### config.mk
export PLATFORM = sky130hd
export DESIGN_NAME = operand_fetch
export DESIGN_NICKNAME = d
export VERILOG_FILES = /design/src/rtl/opf_pkg.sv /design/src/rtl/regfile8x16.sv /design/src/rtl/operand_fetch.sv
export SDC_FILE = /design/constraint.sdc
export NUM_CORES = 1
export LEC_CHECK = 0
export BUFFER_PORTS_ARGS = -buffer_cell sky130_fd_sc_hd__buf_2
export CORE_ASPECT_RATIO = 0.9
export CORE_UTILIZATION = 40
export DETAILED_ROUTE_END_ITERATION = 16
export GPL_TIMING_DRIVEN = 0
export PLACE_DENSITY = 0.67
export SLEW_MARGIN = 5
export SYNTH_ARGS = -nofsm -noshare
export SYNTH_HDL_FRONTEND = slang
export SYNTH_SLANG_ARGS = --single-unit
### constraint.sdc
create_clock -name clk -period 2.3 [get_ports clk]
set_input_delay 0.115 -clock clk [delete_from_list [all_inputs] [get_ports clk]]
set_output_delay 0.115 -clock clk [all_outputs]
set_load 0.005 [all_outputs]
### src/rtl/opf_pkg.sv
// Shared defaults and enums for the operand fetch stage.
// The optional write-bypass path is enabled with macro OPF_WBYPASS_EN.
package opf_pkg;

    localparam int OPF_DATA_W = 16;
    localparam int OPF_NREGS  = 8;

    typedef enum logic [1:0] {
        IDLE = 2'd0,
        RD_A = 2'd1,
        RD_B = 2'd2,
        HOLD = 2'd3
    } opf_state_t;

    typedef enum logic [1:0] {
        SH_NONE = 2'b00,
        SH_LSL1 = 2'b01,
        SH_LSR1 = 2'b10,
        SH_ASR1 = 2'b11
    } shift_t;

endpackage

### src/rtl/regfile8x16.sv
// Register file: one synchronous write port, one combinational read port,
// every entry cleared asynchronously by rst_n.
module regfile8x16
    import opf_pkg::*;
#(
    parameter int DATA_W = OPF_DATA_W,
    parameter int NREGS  = OPF_NREGS,
    localparam int IDX_W = $clog2(NREGS)
) (
    input  logic              clk,
    input  logic              rst_n,
    input  logic              wr_en,
    input  logic [IDX_W-1:0]  wr_num,
    input  logic [DATA_W-1:0] wr_data,
    input  logic [IDX_W-1:0]  rd_num,
    output logic [DATA_W-1:0] rd_data
);

    logic [DATA_W-1:0] regs [NREGS];

    always_ff @(posedge clk or negedge rst_n) begin
        if (!rst_n) begin
            for (int i = 0; i < NREGS; i++) begin
                regs[i] <= '0;
            end
        end else if (wr_en) begin
            regs[wr_num] <= wr_data;
        end
    end

    assign rd_data = regs[rd_num];

endmodule

### src/rtl/operand_fetch.sv
// Operand fetch: captures a request, reads Ain then Bin over two cycles and
// holds them for the ALU. OPF_WBYPASS_EN forwards same-cycle writebacks.
module operand_fetch
    import opf_pkg::*;
#(
    parameter int DATA_W = OPF_DATA_W,
    parameter int NREGS  = OPF_NREGS,
    localparam int IDX_W = $clog2(NREGS)
) (
    input  logic              clk,
    input  logic              rst_n,
    input  logic              req_valid,
    output logic              req_ready,
    input  logic [IDX_W-1:0]  rn,
    input  logic [IDX_W-1:0]  rm,
    input  logic [1:0]        shift,
    input  logic [1:0]        aluop_in,
    input  logic              asel,
    input  logic              bsel,
    input  logic [DATA_W-1:0] sximm5,
    input  logic              wr_en,
    input  logic [IDX_W-1:0]  wr_num,
    input  logic [DATA_W-1:0] wr_data,
    output logic              op_valid,
    input  logic              op_ready,
    output logic [DATA_W-1:0] Ain,
    output logic [DATA_W-1:0] Bin,
    output logic [1:0]        ALUop,
    output logic [1:0]        state_dbg
);

    // Both ports transfer on a rising edge where valid and ready are high;
    // once raised, op_valid and Ain/Bin/ALUop stay put until op_ready.
    opf_state_t        state, state_nxt;
    logic [IDX_W-1:0]  rn_q, rm_q;
    shift_t            shift_q;
    logic              asel_q, bsel_q;
    logic [DATA_W-1:0] sximm5_q;
    logic [1:0]        aluop_q;
    logic [DATA_W-1:0] a_q, b_q;
    logic [IDX_W-1:0]  rd_idx;
    logic [DATA_W-1:0] rd_data, rd_val, shifted;

    regfile8x16 #(.DATA_W(DATA_W), .NREGS(NREGS)) u_rf (
        .clk     (clk),
        .rst_n   (rst_n),
        .wr_en   (wr_en),
        .wr_num  (wr_num),
        .wr_data (wr_data),
        .rd_num  (rd_idx),
        .rd_data (rd_data)
    );

    // A single read port serves Rn in RD_A and Rm in RD_B.
    assign rd_idx = (state == RD_B) ? rm_q : rn_q;

`ifdef OPF_WBYPASS_EN
    assign rd_val = (wr_en && (wr_num == rd_idx)) ? wr_data : rd_data;
`else
    assign rd_val = rd_data;
`endif

    always_comb begin
        shifted = rd_val;
        case (shift_q)
            SH_LSL1: shifted = {rd_val[DATA_W-2:0], 1'b0};
            SH_LSR1: shifted = {1'b0, rd_val[DATA_W-1:1]};
            SH_ASR1: shifted = {rd_val[DATA_W-1], rd_val[DATA_W-1:1]};
            default: shifted = rd_val;
        endcase
    end

    always_comb begin
        state_nxt = state;
        case (state)
            IDLE:    if (req_valid) state_nxt = RD_A;
            RD_A:    state_nxt = RD_B;
            RD_B:    state_nxt = HOLD;
            HOLD:    if (op_ready) state_nxt = IDLE;
            default: state_nxt = IDLE;
        endcase
    end

    always_ff @(posedge clk or negedge rst_n) begin
        if (!rst_n) begin
            state    <= IDLE;
            rn_q     <= '0;
            rm_q     <= '0;
            shift_q  <= SH_NONE;
            asel_q   <= 1'b0;
            bsel_q   <= 1'b0;
            sximm5_q <= '0;
            aluop_q  <= 2'b00;
            a_q      <= '0;
            b_q      <= '0;
        end else begin
            state <= state_nxt;
            if (state == IDLE && req_valid) begin
                rn_q     <= rn;
                rm_q     <= rm;
                shift_q  <= shift_t'(shift);
                asel_q   <= asel;
                bsel_q   <= bsel;
                sximm5_q <= sximm5;
                aluop_q  <= aluop_in;
            end
            if (state == RD_A) a_q <= asel_q ? '0 : rd_val;
            if (state == RD_B) b_q <= bsel_q ? sximm5_q : shifted;
        end
    end

    assign req_ready = (state == IDLE);
    assign op_valid  = (state == HOLD);
    assign Ain       = a_q;
    assign Bin       = b_q;
    assign ALUop     = aluop_q;
    assign state_dbg = state;

endmodule

# Yosys cells after proc, flatten, opt, wreduce, memory -nomap -nowiden
# Cells that the tools add are included.
# op_classes
mul,0
n_bitwise,2
add_sub_neg,0
eq_ne,8
n_reduce_logical,4
div_mod_pow,0
magnitude_cmp,3
shifts,0
mux,13
# ops
cell,n
128-bit bitwise mux,1
16-bit 2-to-1 mux,5
16-bit binary-select mux with 3-bit select,1
16-bit demux with 3-bit select,1
16-bit case mux with 3 select lines,1
"2-bit == test, second input constant",4
"4-bit greater-or-equal comparator, second input constant",2
3-bit NOT with 4-bit output,2
2-bit case mux with 4 select lines,1
"2-bit by 1-bit == test with 1-bit output, second input constant",2
"4-bit by 1-bit < comparator with 1-bit output, second input constant",1
2-bit 2-to-1 mux,2
3-bit 2-to-1 mux,1
1-bit logical AND,2
2-bit zero test,1
"2-bit by 1-bit inequality test with 1-bit output, second input constant",1
"2-bit inequality test, second input constant",1
2-bit AND reduction,1
# totals
romBits,0
latch_bits,0
mem_bits_rw,0
mem_count,0
output_inout_bits,38
register_bits,190

# Depth between registers and ports, before layout
# logic_depth
word_depth,8
ltp_mapped,12
mapped_depth_nobuf,8

# Cells and area by module
# Synthesis repeated with hierarchy kept, for this count alone.
# hier_totals
cells_unflattened,605
area_unflattened_um2,8993.6
# modules_own_cells
mod,cells_each,n_inst,area_each_um2,seq_area_each_um2
regfile8x16,336,1,5929.4,3203.1
operand_fetch,269,1,3064.2,1551.5

# Worst setup path before layout
# OpenSTA, ideal clock, no wires.
# synth_path
kind,register -> register
start,reg state[0] (netlist: state_dbg[0])
end,reg b_q[11] (netlist: Bin[11])
stages_incl_launch_ff,12
synth_period_minus_slack_ns,2.198
setup_slack_ns,0.102
setup_ns,0.121
arrival_time_ns,2.077
path_cell_list,dfrtp_1 > inv_1 > ha_1 > buf_6 > buf_6 > buf_6 > a211oi_2 > a21oi_1 > o221ai_1 > a22oi_1 > mux2_2 > a22o_1
# synth_between
elab_chain_cells,8
# synth_lines
item,line_no,source
from (decl),operand_fetch.sv:34,"opf_state_t state, state_nxt;"
from (signal assigned),operand_fetch.sv:97,state <= state_nxt;
2-bit == test (*),"operand_fetch.sv:55, operand_fetch.sv:108",
3-bit 2-to-1 mux,operand_fetch.sv:55,assign rd_idx = (state == RD_B) ? rm_q : rn_q;
3-bit NOT with 4-bit output (implied by the code),regfile8x16.sv:31,assign rd_data = regs[rd_num];
16-bit binary-select mux with 3-bit select,regfile8x16.sv:31,
16-bit 2-to-1 mux (implied by the code) (2 in a row),regfile8x16.sv:31,
16-bit case mux with 3 select lines,operand_fetch.sv:65,case (shift_q)
16-bit 2-to-1 mux,operand_fetch.sv:108,if (state == RD_B) b_q <= bsel_q ? sximm5_q : shifted;
to (signal assigned),operand_fetch.sv:108,
to (decl),operand_fetch.sv:40,"logic [DATA_W-1:0] a_q, b_q;"
# Mark *: on every way between the ends. The rest lies on a longest branch, timed or not. The select of a mux whose other input is x is not followed.
# A chain may end at the register's enable or synchronous reset.

# Worst setup path in the final report
# Same ends and word-level chain as after synthesis.

==> results.py <==
metrics = {
    "timing": {
        "max_slew_vio_count": 0,
        "timing_worst_slew_pin_value_ns": 1.004,
        "worst_hold_slack_ns": -0.007729,
        "finClkSkew_ns": 0.008778,
        "timing.fmax_mhz": 402.8,
        "grt_setup_unrepaired": "true",
        "fin_crit_ns": 2.483,
        "finalHoldViolCount": 1,
        "finalSetupViolCount": 15,
        "final_min_period_over_clock_period_pct": 107.9,
        "maxSlewHeadroom_pct": 32.76,
        "finalWorstSetupSlack_ns": -0.1828,
        "totalNegativeSetupSlack_ns": -1.385,
    },
    "logic_synthesis": {
        "postSynthNetCount": 982,
        "synth_edf_count": 0,
        "synthDistinctLibCells": 64,
        "syn-instance-count": 926,
        "arithmetic_cell_share_of_the_synthesized_area_counting_full_adders_half_adders_and_majority_gates_pct": 0.5055,
        "synth.yosys.seq_area_share_pct": 48.02,
        "yosys.area_share.simple_pct": 7.999,
        "synth_xor_xnor_area_share_pct": 0,
        "synth-seq-cells": 190,
        "synth.avg_cell_area_um2": 10.69,
        "synth.mux.area_fraction_pct": 17.43,
        "syn-cell-area_um2": 9901,
        "postSynth.topFlopCell": "dfrtp_1",
        "synthArstFlopShare_pct": 100.0,
        "synth-compound-area-share_pct": 19.97,
        "combinational_family_with_the_most_area_after_synthesis": "compound AO/OA/AOI/OAI gates",
        "synth_warnings": 0,
    },
    "route": {
        "wl_met2_mm": 14.13,
        "detailroute.wirelength.met3_mm": 3.009,
        "vias": 8605,
        "detail_route_antenna_nets": 0,
        "drt-wirelength-per-cell_um": 23.14,
        "maxUsedRoutingLayer": "met4",
        "totalWireLength_mm": 32.65,
        "route.detailed.drc": 0,
        "drtIter0Drc": 1052,
        "drt_pre_antenna_iters": 6,
        "via_per_inst": 6.099,
        "drt-met1-wl_mm": 14.51,
    },
    "status": {
        "violations": "hold timing, setup timing",
        "result_of_the_run": "finished with violations",
    },
    "layout": {
        "final_nets": 1146,
        "ff_latch_area_um2": 4755,
        "multiInputGateArea_um2": 5094,
        "area_added_between_synthesis_and_finish_pct": 26.55,
        "mostFrequentLayoutCell": "dfrtp_1",
        "post-route-util_pct": 51.66,
        "instances_no_fill": 1411,
        "layout_common_cells": "dfrtp_1, mux2_2, buf_2",
        "number_of_antenna_repair_diodes": 0,
        "final_layout_size_suffix_gt1_share_pct": 40.80,
        "n_fill_cell": 2151,
        "post-route-cell-area_um2": 12530,
    },
    "die": {
        "coreArea_um2": 24260,
        "die-width_um": 167.8,
        "initial_core_utilization_pct": 40.82,
        "ioPinCount": 90,
        "die_h_um": 151.3,
        "floorplan.rows": 54,
        "design.die.area_um2": 25390,
    },
    "clock_network": {
        "ctsHtreeMaxLevel": 4,
        "worstSkewPairLatency_ns": 0.45,
        "clkTransAtPathRegs_ns": 0.07,
        "cts_max_path_buffers": 2,
        "cts_tree": "done",
        "cts_root_buffer": "clkbuf_16",
        "cts_made_buffers": 17,
        "clock_sinks": 190,
    },
    "power": {
        "netSwitchingFraction_pct": 45.88,
        "netSwitchingPower_mw": 9.078,
        "leakagePower_nw": 5.237,
        "power.internal_mw": 10.71,
        "ir_worst_vdd_uv": 798.7,
        "share_comb_of_total_power_pct": 60.2,
        "seqPwrFrac_pct": 25.5,
        "pwr_density_cell_nw_per_um2": 1579,
        "pwr-share-clk_pct": 14.3,
        "fin_total_pwr_mw": 19.78,
    },
    "worst_setup_path": {
        "worst_ep_required_time_ns": 2.63,
        "rr_endpoint": "Bin[11]",
        "timing.critical_path.arrival_ns": 2.81,
        "setup.reg_to_reg.worst_slack_ns": -0.18,
        "worstPathMaxFanout": 10,
        "worst_r2r_path_depth": 12,
        "crit_start": "state_dbg[0]",
        "timing.rr.start": "state_dbg[0]",
        "worstSetupEndpointType": "flip-flop",
        "crit_path_start_kind": "flip-flop",
        "setup.worst_path.end": "Bin[11]",
        "crit_type": "flip-flop to flip-flop",
    },
    "place": {
        "pre_cts_ws_ns": -0.5650,
        "detailed_place.area_um2": 10750,
        "gpl_congestion": 0.8943,
        "input_output_buffers": 85,
        "post-dp-hpwl_mm": 21.32,
        "placed_cells_incl_taps": 1320,
    },
    "grt": {
        "antenna_violations_before_repair": 0,
        "grt_first_pass_wirelength_mm": 49.14,
        "via_count_of_the_first_global_routing_pass": 8307,
        "global_route.overflow_total": 0,
        "pin_count_of_the_biggest_net_entering_global_routing": 97,
        "track_usage_pct": 25.93,
    },
    "hold_path": {
        "worst_min_delay_path_category": "input port to flip-flop",
    },
    "run": {
        "cap_violations": 0,
    },
}
-- cells by family after synthesis --
group / count (synthesis)
buffers and inverters: 125
multiplexers: 152
flip-flops: 190
adder cells (fa/ha/maj): 4
AND/OR/NAND/NOR: 155
AO/OA/AOI/OAI: 300
-- how the worst min path moves through the flow --
stage	to	start	cells after the start	slack [ns]
2_1_floorplan	ALUop[0]	rst_n	0	-0.18
3_3_place_gp	sximm5_q[10]	sximm5[10]	2	0.35
3_5_place_dp	u_rf.regs[24]	rst_n	1	0.21
4_1_cts	u_rf.regs[86]	wr_data[6]	3	0.0005
5_1_grt	u_rf.regs[86]	wr_data[6]	3	0.01
6_report	u_rf.regs[86]	wr_data[6]	3	-0.008
-- power groups by stage --
stage	logic [mW]	registers, mW	clock network, mW
after CTS	10.5	5.00	2.84
after detailed placement	8.91	5.04	0
after global placement	8.78	5.01	0
after global routing	12.5	5.15	2.98
final	11.9	5.04	2.84
after floorplan	6.04	4.88	0
-- routing by layer --
layer	up-vias	GRT usage, %
li1	3747	-
met1	4284	35.86
met2	495	39.19
met3	79	6.036
met4	0	10.55
met5	-	0
-- final cells by class --
type	instances	area share, %
buffer	74	4.264
clock inverter	15	0.8888
multi-input combinational	611	40.65
tap	308	3.076
sequential	190	37.95
timing repair buffer	145	8.248
inverter	51	1.528
clock buffer	17	3.395
-- registers in the layout, summed over array words and instances, names as in the netlist --
register,flops
u_rf.regs,128
Ain,16
Bin,16
sximm5_q,16
rm_q,3
rn_q,3
ALUop,2
shift_q,2
state_dbg,2
asel_q,1
bsel_q,1
-- cell usage after synthesis, drive strengths merged, types with 4 or more instances --
library cell / count / area, um2
dfrtp: 190 / 4755
mux2: 150 / 1693
a21oi: 65 / 329.1
o21ai: 58 / 290.3
nand2: 53 / 201.5
inv: 51 / 191.4
buf: 50 / 316.6
o22ai: 38 / 237.7
nor2: 26 / 97.59
o211ai: 26 / 200.2
a211oi: 25 / 212.7
a31oi: 25 / 156.4
clkbuf: 24 / 93.84
o221ai: 18 / 157.7
nor2b: 15 / 93.84
and2: 14 / 87.58
nand3: 11 / 55.05
nand2b: 10 / 62.56
a22oi: 9 / 67.56
a221oi: 8 / 76.32
nor3: 6 / 40.04
ha: 4 / 50.05
nand4: 4 / 25.02
o21a: 4 / 30.03
o22a: 4 / 35.03
-- repair_timing --
| item | in CTS | in global routing |
|---|---|---|
| endpoints found under the setup margin | 42 | 40 |
| setup buffers | 15 | 6 |
| endpoints found under the hold margin | 131 | 0 |
| gates cloned | 2 | 0 |
| pin swaps | 22 | 21 |
| hold buffers | 38 | 0 |
| resized for setup | 100 | 73 |
-- critical path: stages, from the launching register on --
cell,delay (ns)
dfrtp_1,0.41
inv_2,0.09
ha_4,0.17
buf_8,0.15
buf_6,0.17
buf_12,0.17
buf_8,0.17
o211ai_1,0.14
o221ai_4,0.12
a22oi_2,0.12
buf_6,0.15
mux2_2,0.28
a22o_1,0.24
Note: power is estimated with default switching activity, not from simulation.
